`src/rtl/crc32_frame_checker_pkg.sv`:
```
// Shared constants for the CRC32 frame checker: FSM encoding, init/xor masks
// and the trailer length.
package crc32_frame_checker_pkg;

  localparam logic [2:0] ST_IDLE   = 3'd0;
  localparam logic [2:0] ST_ACCEPT = 3'd1;
  localparam logic [2:0] ST_SHIFT  = 3'd2;
  localparam logic [2:0] ST_CHECK  = 3'd3;
  localparam logic [2:0] ST_DONE   = 3'd4;

  localparam logic [31:0] CRC_INIT_ONES = 32'hFFFF_FFFF;
  localparam logic [31:0] XOR_OUT_MASK  = 32'hFFFF_FFFF;

  localparam int unsigned TRAILER_LEN = 4;

  typedef logic [7:0] byte_t;

endpackage

```
`src/rtl/crc32_trailer_buffer.sv`:
```
// Four-byte delay line that holds back the trailer; hold[0] is the oldest byte.
module crc32_trailer_buffer
  import crc32_frame_checker_pkg::*;
(
  input  logic        clk,
  input  logic        rst,
  input  logic        clear,
  input  logic        push,
  input  byte_t       data,
  input  logic        lsb_first,
  output byte_t       oldest,
  output logic        full,
  output logic [31:0] trailer
);

  byte_t      hold [TRAILER_LEN];
  logic [2:0] count;

  // Push always shifts toward hold[0]; once full, the byte shifted out is the pop.
  always_ff @(posedge clk) begin
    if (rst || clear) begin
      for (int i = 0; i < TRAILER_LEN; i++) begin
        hold[i] <= '0;
      end
      count <= '0;
    end else if (push) begin
      for (int i = 0; i < TRAILER_LEN - 1; i++) begin
        hold[i] <= hold[i+1];
      end
      hold[TRAILER_LEN-1] <= data;
      if (!full) begin
        count <= count + 3'd1;
      end
    end
  end

  assign full    = (count == 3'(TRAILER_LEN));
  assign oldest  = hold[0];
  assign trailer = lsb_first ? {hold[3], hold[2], hold[1], hold[0]}
                             : {hold[0], hold[1], hold[2], hold[3]};

endmodule

```
`config.mk`:
```
export PLATFORM = sky130hd
export DESIGN_NAME = crc32_trailer_buffer
export DESIGN_NICKNAME = d
export VERILOG_FILES = /design/src/rtl/crc32_frame_checker_pkg.sv /design/src/rtl/crc32_trailer_buffer.sv
export SDC_FILE = /design/constraint.sdc
export NUM_CORES = 1
export LEC_CHECK = 0
export ABC_AREA = 1
export CAP_MARGIN = 20
export CORE_MARGIN = 2
export CORE_UTILIZATION = 44
export CTS_BUF_LIST = sky130_fd_sc_hd__clkbuf_8
export DETAILED_ROUTE_END_ITERATION = 7
export PLACE_DENSITY = 0.79
export SLEW_MARGIN = 20
export SYNTH_ARGS = -nofsm -noshare
export SYNTH_HDL_FRONTEND = slang
export SYNTH_SLANG_ARGS = --single-unit
```
`constraint.sdc`:
```
create_clock -name clk -period 1.39 [get_ports clk]
set_input_delay 0.278 -clock clk [delete_from_list [all_inputs] [get_ports clk]]
set_output_delay 0.278 -clock clk [all_outputs]
set_load 0.05 [all_outputs]
```
# Word-level counts from Yosys, hierarchy flattened
# Memories as Yosys holds them, arrays and structs flattened.
# Index checks and enable logic that the tools add are counted.
# classes
bitwise	5
reduce_logical	2
mux	10
n_eq_ne	1
add_sub_neg	1
# ops
op	n
32-bit two-way mux	1
8-bit two-way mux	4
1-bit two-way mux	5
1-bit OR	4
3-bit by 1-bit adder with 3-bit output, second input constant	1
3-bit equality test, second input constant	1
2-bit AND reduction	1
1-bit logical OR	1
1-bit inverter	1
# totals
regBits	3
memories	1
mem_bits_rw	32
input_bits	13
# mem_list
memory	words	word_bits	read_ports	rd_ports_with_merged_regs	wr	line	text
hold	4	8	4	0	4	crc32_trailer_buffer.sv:16	byte_t hold [TRAILER_LEN];

# Depth between registers and ports, before layout
# Gate-level depths: netlist (run 1).
# logic_depth
ltp_word	4
mapped_depth	6
mapped_depth_nobuf	6

# Worst setup path after synthesis (run 1)
# Ideal clock, no wire load.
# synth_timing
path_type	input port to output port
from	input lsb_first
to	output trailer[15]
t_arrival_ps	1690
path_slack_ps	-578
n_path_buf	2
required_time_ps	1112
stages	3
path_cell_list	buf_2 > buf_2 > o21ai_0
# synth_between
elab_chain_cells	1
# synth_rtl
element	line	text
start: declaration	crc32_trailer_buffer.sv:10	input logic lsb_first,
32-bit two-way mux	crc32_trailer_buffer.sv:39	assign trailer = lsb_first ? {hold[3], hold[2], hold[1], hold[0]}
end: declaration	crc32_trailer_buffer.sv:13	output logic [31:0] trailer
# No other way between the ends.

==> results of run 1 <==
## logic make-up (layout without fill, tap and decap cells)
kind of cell             count (synthesis)  after routing  share of synthesized area
AO/OA/AOI/OAI                           34             34                     0.0955
adder cells (fa/ha/maj)                  2              2                     0.0140
buffers and inverters                   49            118                      0.122
flip-flops                              35             35                      0.573
AND/OR/NAND/NOR                         80             80                      0.195
## how the worst max path moves through the flow
| stage | slack, ns | end | start | cells after the start |
|---|---|---|---|---|
| after floorplan | -0.21 | trailer[10] | lsb_first | 3 |
| after CTS | -0.006 | trailer[29] | hold[0][5]$_SDFFCE_PN0P_ | 3 |
| after detailed placement | -0.08 | hold[1][3]$_SDFFCE_PN0P_ | clear | 5 |
| final | -0.001 | trailer[18] | hold[1][2]$_SDFFCE_PN0P_ | 3 |
| after global routing | -0.04 | trailer[25] | hold[0][1]$_SDFFCE_PN0P_ | 3 |
| after global placement | -0.02 | hold[1][2]$_SDFFCE_PN0P_ | clear | 4 |
## flip-flops by register name, indices dropped and copies added (netlist names)
| register | cells |
|---|---|
| hold | 32 |
| count | 3 |
## area by class of cell
cell class	count	area, µm²	area share
Timing Repair Buffer	72	1150	0.359
Sequential cell	35	1020	0.318
Multi-Input combinational cell	116	752	0.234
Inverter	39	146	0.0455
Clock buffer	5	68.8	0.0214
Tap cell	50	62.6	0.0195
Clock inverter	2	8.76	0.00272
## layer usage
metal  GRT usage  up-vias
li1            -      770
met1       0.230      711
met2       0.337       42
met3      0.0517        4
met4      0.0612        0
met5           0        -
## power by group through the flow
stage | registers [mW] | clock network [mW] | logic [mW]
detailed placement | 1.25 | 0 | 0.832
global placement | 1.24 | 0 | 0.820
global route | 1.23 | 0.751 | 0.932
CTS | 1.22 | 0.689 | 0.855
finish | 1.23 | 0.682 | 0.889
floorplan | 1.27 | 0 | 0.391
## worst reg2reg max path, delay by kind of cell (launching register included)
kind / cells / cell delay (ns)
AND/OR/NAND/NOR: 2 / 0.11
adder cells (fa/ha/maj): 1 / 0.15
buffers and inverters: 2 / 0.22
AO/OA/AOI/OAI: 1 / 0.12
flip-flops: 1 / 0.33
## metrics by stage
step / hold WS [ns] / setup WS [ns] / setup TNS, ns / total power, mW / cell area (µm²)
final: 0.509 / -0.00134 / -0.00134 / 2.80 / 3220
after floorplan: 0.437 / -0.213 / -4.30 / 1.66 / 1870
after detailed placement: 0.499 / -0.0837 / -1.97 / 2.08 / 2960
after CTS: 0.501 / -0.00576 / -0.00576 / 2.77 / 3110
after global placement: 0.493 / -0.0248 / -0.561 / 2.06 / 2960
after global routing: 0.535 / -0.0381 / -0.251 / 2.91 / 3220
## synthesized netlist by cell type, drive strengths merged
library cell and count:
nand3 2, buf 9, ha 2, o21ai 24, nor2 46, dfxtp 3, edfxtp 32, clkbuf 1
a21oi 10, inv 39, nand2 32
## timing repair
action / CTS / global route
hold buffers: 0 / 0
pin swaps: 1 / 7
gates resized for setup: 14 / 28
setup endpoints to repair: 14 / 27
buffers inserted: 5 / 3
==> results.yml, run 1 <==
power_and_ir_drop:
  seq_power_share: 0.438
  cellLeakagePower_nw: 1.30
  internal_power_mw: 1.93
  clockPowerShare: 0.244
  switching_power_mw: 0.870
  worst_ir_drop_vdd_mv: 0.718
  power_frac_comb: 0.318
  powerDensity_mw_per_mm2: 870
  p_sw_frac: 0.311
routing:
  via_per_inst: 4.79
  wl_met2_um: 2510
  antenna_left: 0
  drt-met1-wl_um: 1550
  dr.max_layer_used: "met4"
  drt-initial-drc-count: 62
  routed_wirelength_um: 4300
  wl_met3_um: 186
  drt_first_pass_iters: 4
  post_drt_wl_per_cell_um: 13.5
  drcViolationCount: 0
  vias: 1527
sta:
  worst_slack_ns: -0.00134
  drv_slew: 0
  hold_viol_final: 0
  period_share: 1.00
  tightest_slew_ns: 0.274
  layout_min_cycle_time_ns: 1.39
  fmax_ghz: 0.719
  clock_skew_ns: 0.00828
  rsz0062_at_grt: "yes"
  setup_viol_count_final: 1
  slew_headroom: 0.816
min_path:
  holdCritPathClass: "reg -> reg"
  hp-start: "count[1]$_SDFFE_PP0P_"
  min_path_cells: 2
  whs_endpoint: "count[1]$_SDFFE_PP0P_"
worst_setup_path:
  required_ns: 1.11
  critical-path-top-delay-family: "flip-flops"
  rr_endpoint: "count[0]$_SDFFE_PP0P_"
  critPathArrivalTime_ns: 1.11
  cpPeakStageDelay_ns: 0.35
  rr_worst_depth: 6
  path_buf_inv: 2
  critPathCaptureType: "primary output"
  reg2reg_slack_ns: 0.36
  cp_max_fo: 2
  crit_path_start_kind: "flip-flop"
  critPathKind: "reg -> out"
  slowest_stage: "edfxtp_1"
  crit_chain: "inv_1, o21ai_1, buf_12"
  worstReg2RegStart: "count[0]$_SDFFE_PP0P_"
cts:
  cts_root_buffer: "clkbuf_8"
  cts_buffer_depth: 2
  path_clk_slew_ns: 0.07
  cts_tree: "yes"
  cts.sinks: 35
  cts_buffers: 5
  h-tree-depth: 2
  clkLatencyLatePin_ns: 0.29
synthesis:
  ys_ff_latch: 35
  ys_types: 16
  synth_top_area_frac: 0.539
  yosysSeqAreaShare: 0.573
  syn-num-nets: 215
  yosysTopAreaCell: "edfxtp_1"
  netlist_area_mm2: 0.00178
  yosys_warnings: 0
  avgSynthCellArea_um2: 8.91
  yosys-top-cells-area: "edfxtp_1 54%, inv_1 8.2%, nor2_1 7.4%, o21ai_0 6.7%, nand2_1 6.5%"
  netlist_instances: 200
place:
  port-buffer-count: 53
  hpwlAfterDp_um: 3040
  gp_congestion: 0.772
  place_inst: 304
cells_and_area:
  area.growth.synth_to_final_pct: 80.5
  fin_cells: 319
  final_util: 0.816
  mostFrequentLayoutCell: "buf_12"
  final_nets: 284
  layout_common_cells: "47 x buf_12, 32 x edfxtp_1, 30 x inv_1"
  antenna_cells: 0
  fillers: 218
  drive_above_1_share: 0.487
global_routing:
  grt_max_degree: 34
  grt_usage: 0.193
  overflow: 0
  grt_pass1_vias: 1422
  grt_pass1_wl_um: 6470
  antenna_found_initial: 0
run_status:
  violations: "negative setup slack"
  status: "finished with violations"
die:
  dieArea_mm2: 0.00457
  ios: 54
  coreArea_mm2: 0.00394
  initial_core_util: 0.452
  dieHeight_um: 67.6
  rows: 23
  die_w_um: 67.6
job:
  maxCapViolCount: 0
Note: power is estimated with default switching activity, not from simulation.
==> run 2: changes to the inputs <==
--- a/config.mk
+++ b/config.mk
@@ -12,6 +12,7 @@
 export CTS_BUF_LIST = sky130_fd_sc_hd__clkbuf_8
 export DETAILED_ROUTE_END_ITERATION = 7
 export PLACE_DENSITY = 0.79
+export SKIP_LAST_GASP = 1
 export SLEW_MARGIN = 20
 export SYNTH_ARGS = -nofsm -noshare
 export SYNTH_HDL_FRONTEND = slang
==> run 2 against run 1 <==
  * The flow still finishes with violations (negative setup slack)
  * Core utilization decreased by 0.44 points
  * Sequential power barely moved
  * Worst hold slack lost 0.0081 ns
  * Sequential share of layout area rose by 0.17 points
  * First-iteration DRC count grew 1.6%
  * Via count grew 0.39%
  * Critical path type unchanged
  * Largest power group unchanged
==> results.yml, run 2 (same netlist as run 1, synthesis figures left out) <==
run_status:
  status: "finished with violations"
  violations: "negative setup slack"
sta:
  slew_headroom: 0.817
  tightest_slew_ns: 0.272
  rsz0062_at_grt: "yes"
  drv_slew: 0
  setup_viol_count_final: 1
  period_share: 1.02
  layout_min_cycle_time_ns: 1.42
  worst_slack_ns: -0.0266
  hold_ws_ns: 0.501
  hold_viol_final: 0
  fmax_ghz: 0.706
  clock_skew_ns: 0.00863
  tns_ns: -0.0266
worst_setup_path:
  worstReg2RegStart: "count[0]$_SDFFE_PP0P_"
  path_buf_inv: 3
  cpPeakStageDelay_ns: 0.34
  critPathKind: "reg -> out"
  slowest_stage: "dfxtp_2"
  crit_chain: "inv_1, ha_1, nand2_2, inv_2, buf_12"
  rr_worst_depth: 7
  cp_max_fo: 2
  rr_endpoint: "count[0]$_SDFFE_PP0P_"
  crit_path_start_kind: "flip-flop"
  required_ns: 1.11
  reg2reg_slack_ns: 0.22
  critPathCaptureType: "primary output"
  critPathArrivalTime_ns: 1.14
  critical-path-top-delay-family: "flip-flops"
cts:
  cts_buffers: 5
  cts_tree: "yes"
  cts_root_buffer: "clkbuf_8"
  path_clk_slew_ns: 0.07
  cts.sinks: 35
  h-tree-depth: 2
  holdBufCountCts: 0
  clkLatencyLatePin_ns: 0.29
  cts_buffer_depth: 2
global_routing:
  grt_usage: 0.193
  grt_max_degree: 34
  grt_pass1_wl_um: 6450
  antenna_found_initial: 0
  grt_pass1_vias: 1420
  overflow: 0
place:
  dp_slack_ns: -0.0837
  place_inst: 304
  placed_cell_area_mm2: 0.00296
  gp_congestion: 0.772
  hpwlAfterDp_um: 3040
  port-buffer-count: 53
routing:
  routed_wirelength_um: 4300
  vias: 1533
  drt_first_pass_iters: 4
  antenna_left: 0
  drcViolationCount: 0
  via_per_inst: 4.81
  post_drt_wl_per_cell_um: 13.5
  drt-initial-drc-count: 63
power_and_ir_drop:
  powerDensity_mw_per_mm2: 873
  worst_ir_drop_vdd_mv: 0.719
  cellLeakagePower_nw: 1.30
cells_and_area:
  fin_area_mm2: 0.00320
  multiInputGateArea_um2: 734
  fin_cells: 319
  layout_common_cells: "47 x buf_12, 32 x edfxtp_1, 31 x inv_1"
  antenna_cells: 0
  drive_above_1_share: 0.480
  regArea_mm2: 0.00102
  largest_reg_flops: 32
  final_nets: 284
  top_register: "hold"
  area.growth.synth_to_final_pct: 79.5
  top_regs: "hold: 32 flops, count: 3 flops"
  mostFrequentLayoutCell: "buf_12"
  fillers: 220
die:
  coreArea_mm2: 0.00394
  initial_core_util: 0.452
  rows: 23
  dieArea_mm2: 0.00457
  ios: 54
  dieHeight_um: 67.6
  die_w_um: 67.6
min_path:
  whs_endpoint: "count[1]$_SDFFE_PP0P_"
  holdCritPathClass: "reg -> reg"
  min_path_cells: 2
  hp-start: "count[1]$_SDFFE_PP0P_"
job:
  maxCapViolCount: 0
[run 2: tightest hold or removal path, stage by stage, from the launching register on]
cell and delay (ns):
dfxtp_2 0.34, a21oi_1 0.04, nor2_1 0.09
[run 2: layout make-up]
cell class	instances	area share
Clock buffer	5	0.0215
Clock inverter	2	0.00274
Inverter	39	0.0458
Sequential cell	35	0.320
Multi-Input combinational cell	116	0.230
Tap cell	50	0.0196
Timing Repair Buffer	72	0.361
[run 2: timing repair]
action,4_1_cts,5_1_grt
buffers inserted,5,3
endpoints found under the hold margin,0,0
resized for setup,11,27
pin swaps,0,8
endpoints found under the setup margin,14,27
[run 2: per-stage QoR]
stage          total power, mW   util
2_1_floorplan             1.66      -
4_1_cts                   2.76  0.786
3_3_place_gp              2.06  0.750
3_5_place_dp              2.08  0.750
6_report                  2.79  0.811
5_1_grt                   2.90  0.811
[run 2: report_power, final]
| part | internal [mW] | switching [mW] | leakage [nW] |
|---|---|---|---|
| Clock | 0.333 | 0.353 | 0.0414 |
| Sequential | 1.19 | 0.0316 | 0.397 |
| Combinational | 0.394 | 0.485 | 0.859 |
[run 2: how the worst max path moves through the flow]
stage	start	endpoint	slack, ns	depth (start not counted)
after floorplan	lsb_first	trailer[10]	-0.21	3
after global placement	clear	hold[1][2]$_SDFFCE_PN0P_	-0.02	4
after detailed placement	clear	hold[1][3]$_SDFFCE_PN0P_	-0.08	5
after CTS	count[1]$_SDFFE_PP0P_	full	-0.04	5
after global routing	count[0]$_SDFFE_PP0P_	full	-0.08	5
final	count[0]$_SDFFE_PP0P_	full	-0.03	5
[run 2: per-layer routing]
metal | routed length (µm) | global-route usage
met4 | 67 | 0.0612
met5 | 0 | 0
met2 | 2490 | 0.337
met1 | 1590 | 0.229
met3 | 150 | 0.0517
